## config.mk

```make
export PLATFORM = sky130hd
export DESIGN_NAME = interrupt_controller
export DESIGN_NICKNAME = d
export VERILOG_FILES = /design/src/rtl/interrupt_controller.sv
export SDC_FILE = /design/constraint.sdc
export NUM_CORES = 1
export LEC_CHECK = 0
export CAP_MARGIN = 20
export CORE_ASPECT_RATIO = 2
export CORE_MARGIN = 3
export CORE_UTILIZATION = 40
export CTS_BUF_LIST = sky130_fd_sc_hd__clkbuf_8
export DETAILED_ROUTE_END_ITERATION = 7
export GPL_TIMING_DRIVEN = 0
export PLACE_DENSITY = 0.66
export SLEW_MARGIN = 30
export SYNTH_ARGS = -nofsm -noshare
export SYNTH_HDL_FRONTEND = slang
export SYNTH_SLANG_ARGS = --single-unit
```

## constraint.sdc

```tcl
create_clock -name clk -period 2.9 [get_ports clk]
set_input_delay 0.58 -clock clk [delete_from_list [all_inputs] [get_ports clk]]
set_output_delay 0.58 -clock clk [all_outputs]
set_load 0.02 [all_outputs]
```

## src/rtl/interrupt_controller.sv

```systemverilog
// Priority interrupt controller: eight edge-triggered maskable lines plus one NMI.
// Optional acknowledge timeout is built when INTCTRL_ACK_TIMEOUT_EN is defined.
module interrupt_controller (
    input  logic       clk,
    input  logic       rst,
    input  logic [7:0] irq,
    input  logic       nmi_src,
    input  logic       mask_we,
    input  logic [7:0] mask_din,
    input  logic       eoi,
    input  logic       INA,
    output logic       INT,
    output logic       NMI,
    output logic       INTD,
    output logic [2:0] int_vec,
    output logic       timeout
);

    typedef enum logic [1:0] {
        IDLE    = 2'd0,
        REQ     = 2'd1,
        SERVICE = 2'd2
    } state_t;

    state_t     state_q, state_d;
    logic [7:0] irq_prev_q;
    logic       nmi_prev_q;
    logic [7:0] pend_q, pend_d;
    logic       nmi_pend_q, nmi_pend_d;
    logic [7:0] mask_q;
    logic [2:0] sel_q, sel_d;
    logic [2:0] int_vec_q, int_vec_d;
    logic [7:0] irq_rise;
    logic       nmi_rise;
    logic [7:0] req_vec;
    logic [2:0] req_idx;
    logic [7:0] pend_clr;
    logic       nmi_clr;

    for (genvar gi = 0; gi < 8; gi++) begin : g_edge
        assign irq_rise[gi] = irq[gi] & ~irq_prev_q[gi];
    end
    assign nmi_rise = nmi_src & ~nmi_prev_q;
    assign req_vec  = pend_q & ~mask_q;

    // Lowest index wins: scan from the top so the last hit is the smallest.
    always_comb begin
        req_idx = 3'd0;
        for (int i = 7; i >= 0; i--) begin
            if (req_vec[i]) begin
                req_idx = 3'(i);
            end
        end
    end

`ifdef INTCTRL_ACK_TIMEOUT_EN
    logic [7:0] cnt_q, cnt_d;
    logic       timeout_q, timeout_d;
`endif

    always_comb begin
        state_d   = state_q;
        sel_d     = sel_q;
        int_vec_d = int_vec_q;
        pend_clr  = '0;
        nmi_clr   = INA & nmi_pend_q;
`ifdef INTCTRL_ACK_TIMEOUT_EN
        cnt_d     = cnt_q;
        timeout_d = 1'b0;
`endif
        case (state_q)
            IDLE: begin
                if (|req_vec) begin
                    state_d = REQ;
                    sel_d   = req_idx;
`ifdef INTCTRL_ACK_TIMEOUT_EN
                    cnt_d   = 8'd0;
`endif
                end
            end
            REQ: begin
                // A pending NMI absorbs the acknowledge; the maskable request waits.
                if (INA && !nmi_pend_q) begin
                    state_d   = SERVICE;
                    int_vec_d = sel_q;
                    pend_clr  = 8'd1 << sel_q;
                end
`ifdef INTCTRL_ACK_TIMEOUT_EN
                else if (!INA) begin
                    cnt_d = cnt_q + 8'd1;
                    if (cnt_q == 8'd254) begin
                        state_d   = IDLE;
                        timeout_d = 1'b1;
                    end
                end
`endif
            end
            SERVICE: begin
                if (eoi) begin
                    state_d = IDLE;
                end
            end
            default: state_d = IDLE;
        endcase
        pend_d     = (pend_q & ~pend_clr) | irq_rise;
        nmi_pend_d = (nmi_pend_q & ~nmi_clr) | nmi_rise;
    end

    always_ff @(posedge clk) begin
        if (rst) begin
            state_q    <= IDLE;
            irq_prev_q <= irq;
            nmi_prev_q <= nmi_src;
            pend_q     <= '0;
            nmi_pend_q <= 1'b0;
            mask_q     <= 8'hFF;
            sel_q      <= 3'd0;
            int_vec_q  <= 3'd0;
        end else begin
            state_q    <= state_d;
            irq_prev_q <= irq;
            nmi_prev_q <= nmi_src;
            pend_q     <= pend_d;
            nmi_pend_q <= nmi_pend_d;
            if (mask_we) begin
                mask_q <= mask_din;
            end
            sel_q      <= sel_d;
            int_vec_q  <= int_vec_d;
        end
    end

`ifdef INTCTRL_ACK_TIMEOUT_EN
    always_ff @(posedge clk) begin
        if (rst) begin
            cnt_q     <= 8'd0;
            timeout_q <= 1'b0;
        end else begin
            cnt_q     <= cnt_d;
            timeout_q <= timeout_d;
        end
    end
    assign timeout = timeout_q;
`else
    assign timeout = 1'b0;
`endif

    assign INT     = (state_q == REQ);
    assign INTD    = (state_q == SERVICE);
    assign NMI     = nmi_pend_q;
    assign int_vec = int_vec_q;

endmodule
```

# ---- Yosys cells after proc, flatten, opt, wreduce, memory -nomap -nowiden
# Cells that the tools add are included.
# W data, S select, Z words.
dict set report op_classes {
  muxes 14
  shift 1
  bitwise_logic 27
  eq_ne 5
  reduce_logical 7
}
# op n
set ops {}
lappend ops {{$mux W3} 8}
lappend ops {{$and A8 B8 Y8} 2}
lappend ops {{$mux W8} 2}
lappend ops {{$not A8 Y8} 2}
lappend ops {{$and A1 B1 Y1} 11}
lappend ops {{$not A1 Y1} 10}
lappend ops {{$or A8 B8 Y8} 1}
lappend ops {{$reduce_or A8 Y1} 1}
lappend ops {{$shl A1 B3 Y8 const A} 1}
lappend ops {{$mux W2} 3}
lappend ops {{$pmux W2 S3} 1}
lappend ops {{$ne A2 B2 Y1 const B} 2}
lappend ops {{$reduce_and A2 Y1} 2}
lappend ops {{$reduce_and A3 Y1} 1}
lappend ops {{$eq A2 B1 Y1 const B} 1}
lappend ops {{$eq A2 B2 Y1 const B} 1}
lappend ops {{$logic_not A2 Y1} 1}
lappend ops {{$ne A2 B1 Y1 const B} 1}
lappend ops {{$logic_and A1 B1 Y1} 1}
lappend ops {{$logic_not A1 Y1} 1}
lappend ops {{$or A1 B1 Y1} 1}
dict set report word_totals {
  output_inout_bits 7
  word_cells 62
  reg_bits 34
}

# ---- Longest topological paths before layout
dict set report logic_depth {
  word_depth 10
  ltp_mapped 5
  mapped_depth_nobuf 4
}

# ---- Worst setup path after synthesis
# OpenSTA, ideal clock, no wires.
dict set report synth_timing {
  kind {input to register}
  start {input INA}
  end {register pend_q[0]}
  n_path_buf 1
  path_slack_ns 1.446
  path_stages 5
  setup_time_ns 0.132
  t_arrival_ns 1.322
  cell_sequence {nor4bb_1 -> buf_4 -> nand2b_4 -> o31ai_2 -> a21oi_1}
}
dict set report synth_between {
  elab_chain_len 6
}
# element line
set synth_lines {}
lappend synth_lines {{from (decl)} 11} ;# input logic INA,
lappend synth_lines {{$logic_and A1 B1 Y1} 83} ;# if (INA && !nmi_pend_q) begin
lappend synth_lines {{$mux W8} 83}
lappend synth_lines {{$mux W8} 71} ;# case (state_q)
lappend synth_lines {{$not A8 Y8} 105} ;# pend_d = (pend_q & ~pend_clr) | irq_rise;
lappend synth_lines {{$and A8 B8 Y8} 105}
lappend synth_lines {{$or A8 B8 Y8} 105}
lappend synth_lines {{to (signal assigned)} 123} ;# pend_q <= pend_d;
lappend synth_lines {{to (decl)} 28} ;# logic [7:0] pend_q, pend_d;
# No other way between the ends.
# A chain may end at the register's enable or synchronous reset.

# ---- Worst setup path in the final report
dict set report layout_timing {
  start {register state_q[1]}
  end {output INTD}
}
dict set report layout_between {
  elab_chain_len 1
}
# element line
set layout_lines {}
lappend layout_lines {{from (decl)} 25} ;# state_t state_q, state_d;
lappend layout_lines {{from (signal assigned)} 120} ;# state_q <= state_d;
lappend layout_lines {{$eq A2 B2 Y1} 149} ;# assign INTD = (state_q == SERVICE);
lappend layout_lines {{to (decl)} 14} ;# output logic INTD,
# No other way between the ends.

==> flow_summary.rst <==
.. list-table::
   :header-rows: 1

   * - Metric
     - Value
   * - Avg Synthesized Cell Area
     - 9.84 um^2
   * - Mux cell area share after synthesis
     - 1.52%
   * - Vias in the first global route
     - between 1000 and 1500
   * - Count of unresolved DRC violations after routing
     - 0
   * - Setup crit end kind
     - primary output
   * - Post-route design area
     - 0.00171 mm^2
   * - Max capacitance violation total
     - 0
   * - Clock tree from TritonCTS
     - yes
   * - Adder-Cell Fraction of Synth Area
     - 0%
   * - Post-Route Hold Slack
     - roughly 0.48 ns
   * - Clock edge transition at the registers on the reported setup and hold paths
     - 0.06 ns
   * - Overflow left after global routing
     - 0
   * - Worst endpoint data arrival time
     - between 1 and 1.5 ns
   * - Number of pins with negative max-slew slack in the final report
     - 0
   * - Row count
     - 28
   * - Period utilisation layout
     - 71.0%
   * - Ports placed on the boundary
     - 29
   * - Number of register bits inferred by synthesis
     - 34
   * - Final antenna-violating net count
     - 0
   * - Post-synth design cell area
     - 0.00132 mm^2
   * - Crit path launch
     - state_q[1]$_SDFFE_PP0P_
   * - Met2 Usage GRT
     - between 20% and 30%
   * - Switching portion of total power
     - 23.4%
   * - Share of the synthesized netlist area taken by xor and xnor gates
     - 0%
   * - Num Clock Sinks
     - 34
   * - Maximum resistive drop on vdd
     - between 0.0004 and 0.0005 V
   * - CTS Hold Bufs
     - 0
   * - Total core area
     - between 0.003 and 0.004 mm^2
   * - Min-delay worst type
     - flip-flop to flip-flop
   * - Critical Path Max Stage Delay
     - roughly 0.62 ns
   * - Setup repair after global routing missed its margin
     - false
   * - Global route hottest layer
     - met2
   * - Synthesis-to-layout area growth
     - 29.5%
   * - Most common library cell in the layout ignoring fill and taps
     - sky130_fd_sc_hd__dfxtp_1
   * - CTS root buffer
     - sky130_fd_sc_hd__clkbuf_8
   * - Total Negative Setup Slacks
     - 0 ns
   * - Violation count after the first detailed-routing iteration
     - 30
   * - Nature of the critical path startpoint
     - flip-flop
   * - Maximum frequency from static timing analysis
     - ~500 MHz
   * - Yosys synthesis warning count
     - 0
   * - Quantity of gates resized following cts
     - 0
   * - Kind of critical path
     - flip-flop to primary output
   * - Post-CTS Setup Bufs
     - 0
   * - Clk_lat worst skew
     - 0.28 ns
   * - Leakage power
     - 0.670 nW
   * - Library cells used by synthesis
     - 32
   * - Post-DP HPWL
     - ~2100 um
   * - Number of hold violations in the final report
     - 0
   * - Met3 Usage GRT
     - 4.35%
   * - Switching component of the power
     - 0.231 mW
   * - CTS H-Tree Depth
     - 2
   * - Total power divided by cell area
     - 578 mW/mm^2
   * - WP buf/inv
     - 1
   * - Clk pwr share
     - 34.4%
   * - Minimum clock period
     - 2.06 ns
   * - Wire length of the first global-routing pass
     - 4220 um
   * - Die area
     - 0.00406 mm^2
   * - GRT Util Overall
     - 14.6%
   * - Commonest cells after routing, fill and taps aside
     - sky130_fd_sc_hd__dfxtp_1 (34), sky130_fd_sc_hd__clkdlybuf4s50_1 (26), sky130_fd_sc_hd__nand2b_1 (16)
   * - Antenna violations before repair
     - 0
   * - Sequential cell area fraction in the yosys report
     - between 50% and 60%
   * - Detailed-route via count
     - between 1000 and 1500
   * - Post-layout net count
     - between 150 and 200
   * - Clock buffer depth
     - 2
   * - Number of instances in the synthesized netlist
     - 134
   * - Largest net degree at the start of global routing
     - 11
   * - Internal Power
     - around 0.76 mW
   * - Hold Startpoint
     - int_vec[2]$_SDFFE_PP0P_
   * - Number of vias per cell after detailed routing
     - 5.28
   * - Crit path max-delay family
     - buffers and inverters
   * - Required time of the critical path
     - 2.32 ns
   * - Status
     - complete, no violations
   * - Fraction of final layout cells sized beyond drive strength 1
     - 8.33%
   * - Met1 usage in global routing
     - 15.4%
   * - Cell Count, Final, Fillers Out
     - 198
   * - Placement Cell Area
     - 0.00162 mm^2
   * - Max Clock Skew
     - 0.00443 ns
   * - Synthesized-area fraction occupied by ao, oa, aoi and oai cells
     - 21.0%
   * - Maximum fanout along the worst path
     - 5
   * - Total of endpoints with negative setup slack in the final report
     - 0
   * - Power consumption
     - between 0.9 and 1 mW
   * - Vert. Die Dim
     - 87.2 um
   * - Post-synth net total
     - 156
   * - CTS Buf Count
     - 5
   * - Worst flop-to-flop path startpoint
     - state_q[1]$_SDFFE_PP0P_
   * - Placer Congestion
     - 0.783
   * - Series of cell instances along the critical path
     - nor2b_1 -> clkdlybuf4s50_1
   * - CP max-delay cell
     - sky130_fd_sc_hd__clkdlybuf4s50_1
   * - Placed insts
     - 190
   * - Die X
     - 46.6 um
   * - Dominant combinational cell family by area after synthesis
     - simple AND/OR/NAND/NOR gates
   * - First drt pass iteration count
     - 4
   * - Starting Density
     - 43.3%
   * - IO buf count
     - 26
   * - Sequential Power Share
     - 52.7%
   * - Share of total power in combinational logic
     - between 10% and 20%
   * - Simple-gate share of the synthesized area
     - between 20 and 25%
   * - Wire length reported by the detailed router
     - 2650 um
   * - Wire length per cell after detailed routing
     - 13.4 um
   * - N_diodes
     - 0
[Yosys cell counts]
cell | number | area share [%]
sky130_fd_sc_hd__dfxtp_1 | 34 | 52
sky130_fd_sc_hd__nand2b_1 | 16 | 7.6
sky130_fd_sc_hd__a21oi_1 | 13 | 4.9
sky130_fd_sc_hd__nor2b_1 | 12 | 5.7
sky130_fd_sc_hd__a211o_1 | 8 | 5.3
sky130_fd_sc_hd__o21ai_1 | 6 | 2.3
sky130_fd_sc_hd__nor2_1 | 5 | 1.4
sky130_fd_sc_hd__clkbuf_1 | 4 | 1.1
sky130_fd_sc_hd__inv_1 | 4 | 1.1
sky130_fd_sc_hd__o21ai_0 | 4 | 1.5
sky130_fd_sc_hd__nand2_1 | 3 | 0.85
sky130_fd_sc_hd__a211oi_1 | 2 | 1.1
sky130_fd_sc_hd__buf_4 | 2 | 1.1
sky130_fd_sc_hd__mux2i_1 | 2 | 1.5
sky130_fd_sc_hd__nand4_1 | 2 | 0.95
sky130_fd_sc_hd__a22oi_1 | 1 | 0.57
sky130_fd_sc_hd__a311o_1 | 1 | 0.76
sky130_fd_sc_hd__a311oi_1 | 1 | 0.66
sky130_fd_sc_hd__and2b_1 | 1 | 0.57
sky130_fd_sc_hd__conb_1 | 1 | 0.28
sky130_fd_sc_hd__inv_2 | 1 | 0.28
sky130_fd_sc_hd__nand2_4 | 1 | 0.85
sky130_fd_sc_hd__nand2b_4 | 1 | 1.0
sky130_fd_sc_hd__nand4b_1 | 1 | 0.66
sky130_fd_sc_hd__nor4_1 | 1 | 0.47
sky130_fd_sc_hd__nor4bb_1 | 1 | 0.76
sky130_fd_sc_hd__o21bai_1 | 1 | 0.57
sky130_fd_sc_hd__o31ai_2 | 1 | 0.95
sky130_fd_sc_hd__o31ai_4 | 1 | 1.6
sky130_fd_sc_hd__o41ai_1 | 1 | 0.66
sky130_fd_sc_hd__or2b_1 | 1 | 0.57
sky130_fd_sc_hd__or3_1 | 1 | 0.47
[worst paths after layout]
kind	cells past startpoint	slack (ns)	to
setup / recovery	2	0.84	INTD
hold / removal	2	0.48	int_vec[2]$_SDFFE_PP0P_
setup reg to reg	5	1.52	pend_q[0]$_SDFF_PP0_
hold reg to reg	2	0.48	int_vec[2]$_SDFFE_PP0P_
[power by group through the flow]
stage | registers [mW] | clock network [mW] | logic, mW
floorplan | 0.525 | 0 | 0.0764
global placement | 0.530 | 0 | 0.124
detailed placement | 0.531 | 0 | 0.128
CTS | 0.520 | 0.353 | 0.129
global route | 0.524 | 0.373 | 0.140
finish | 0.520 | 0.340 | 0.127
[layout make-up]
cell class,count,area (um^2)
fill,294,1340
sequential,34,681
multi-input combinational,89,589
timing repair buffer,26,260
clock buffer,6,82.6
tap,30,37.5
buffer,6,30.0
inverter,5,18.8
clock inverter,2,8.76
[metal layers]
layer / up-vias / part of all wire, %
li1: 534 / -
met1: 475 / 37
met2: 29 / 56
met3: 7 / 4.9
met4: 0 / 2.9
met5: - / 0
[logic make-up after synthesis]
kind of cell,count (synthesis)
AND/OR/NAND/NOR,46
AO/OA/AOI/OAI,40
flip-flops,34
buffers and inverters,11
multiplexers,2
other,1
[per-stage QoR]
| step | utilization, % | setup slack (ns) |
|---|---|---|
| final | 56.0 | 0.841 |
| after global routing | 56.0 | 0.767 |
| after CTS | 56.0 | 0.814 |
| after detailed placement | 53.0 | 0.788 |
| after global placement | 53.0 | 0.837 |
| after floorplan | - | 1.45 |
[tightest hold or removal path: stages (launching register included)]
cell and delay (ns):
sky130_fd_sc_hd__dfxtp_1 0.31, sky130_fd_sc_hd__nand2b_1 0.06, sky130_fd_sc_hd__a21oi_1 0.06
[flip-flops by register name (all words and copies together), names as in the netlist]
signal / cells
pend_q: 8
state_q: 2
NMI: 1
int_vec: 3
mask_q: 8
nmi_prev_q: 1
sel_q: 3
irq_prev_q: 8
(Power assumes the default switching activity.)
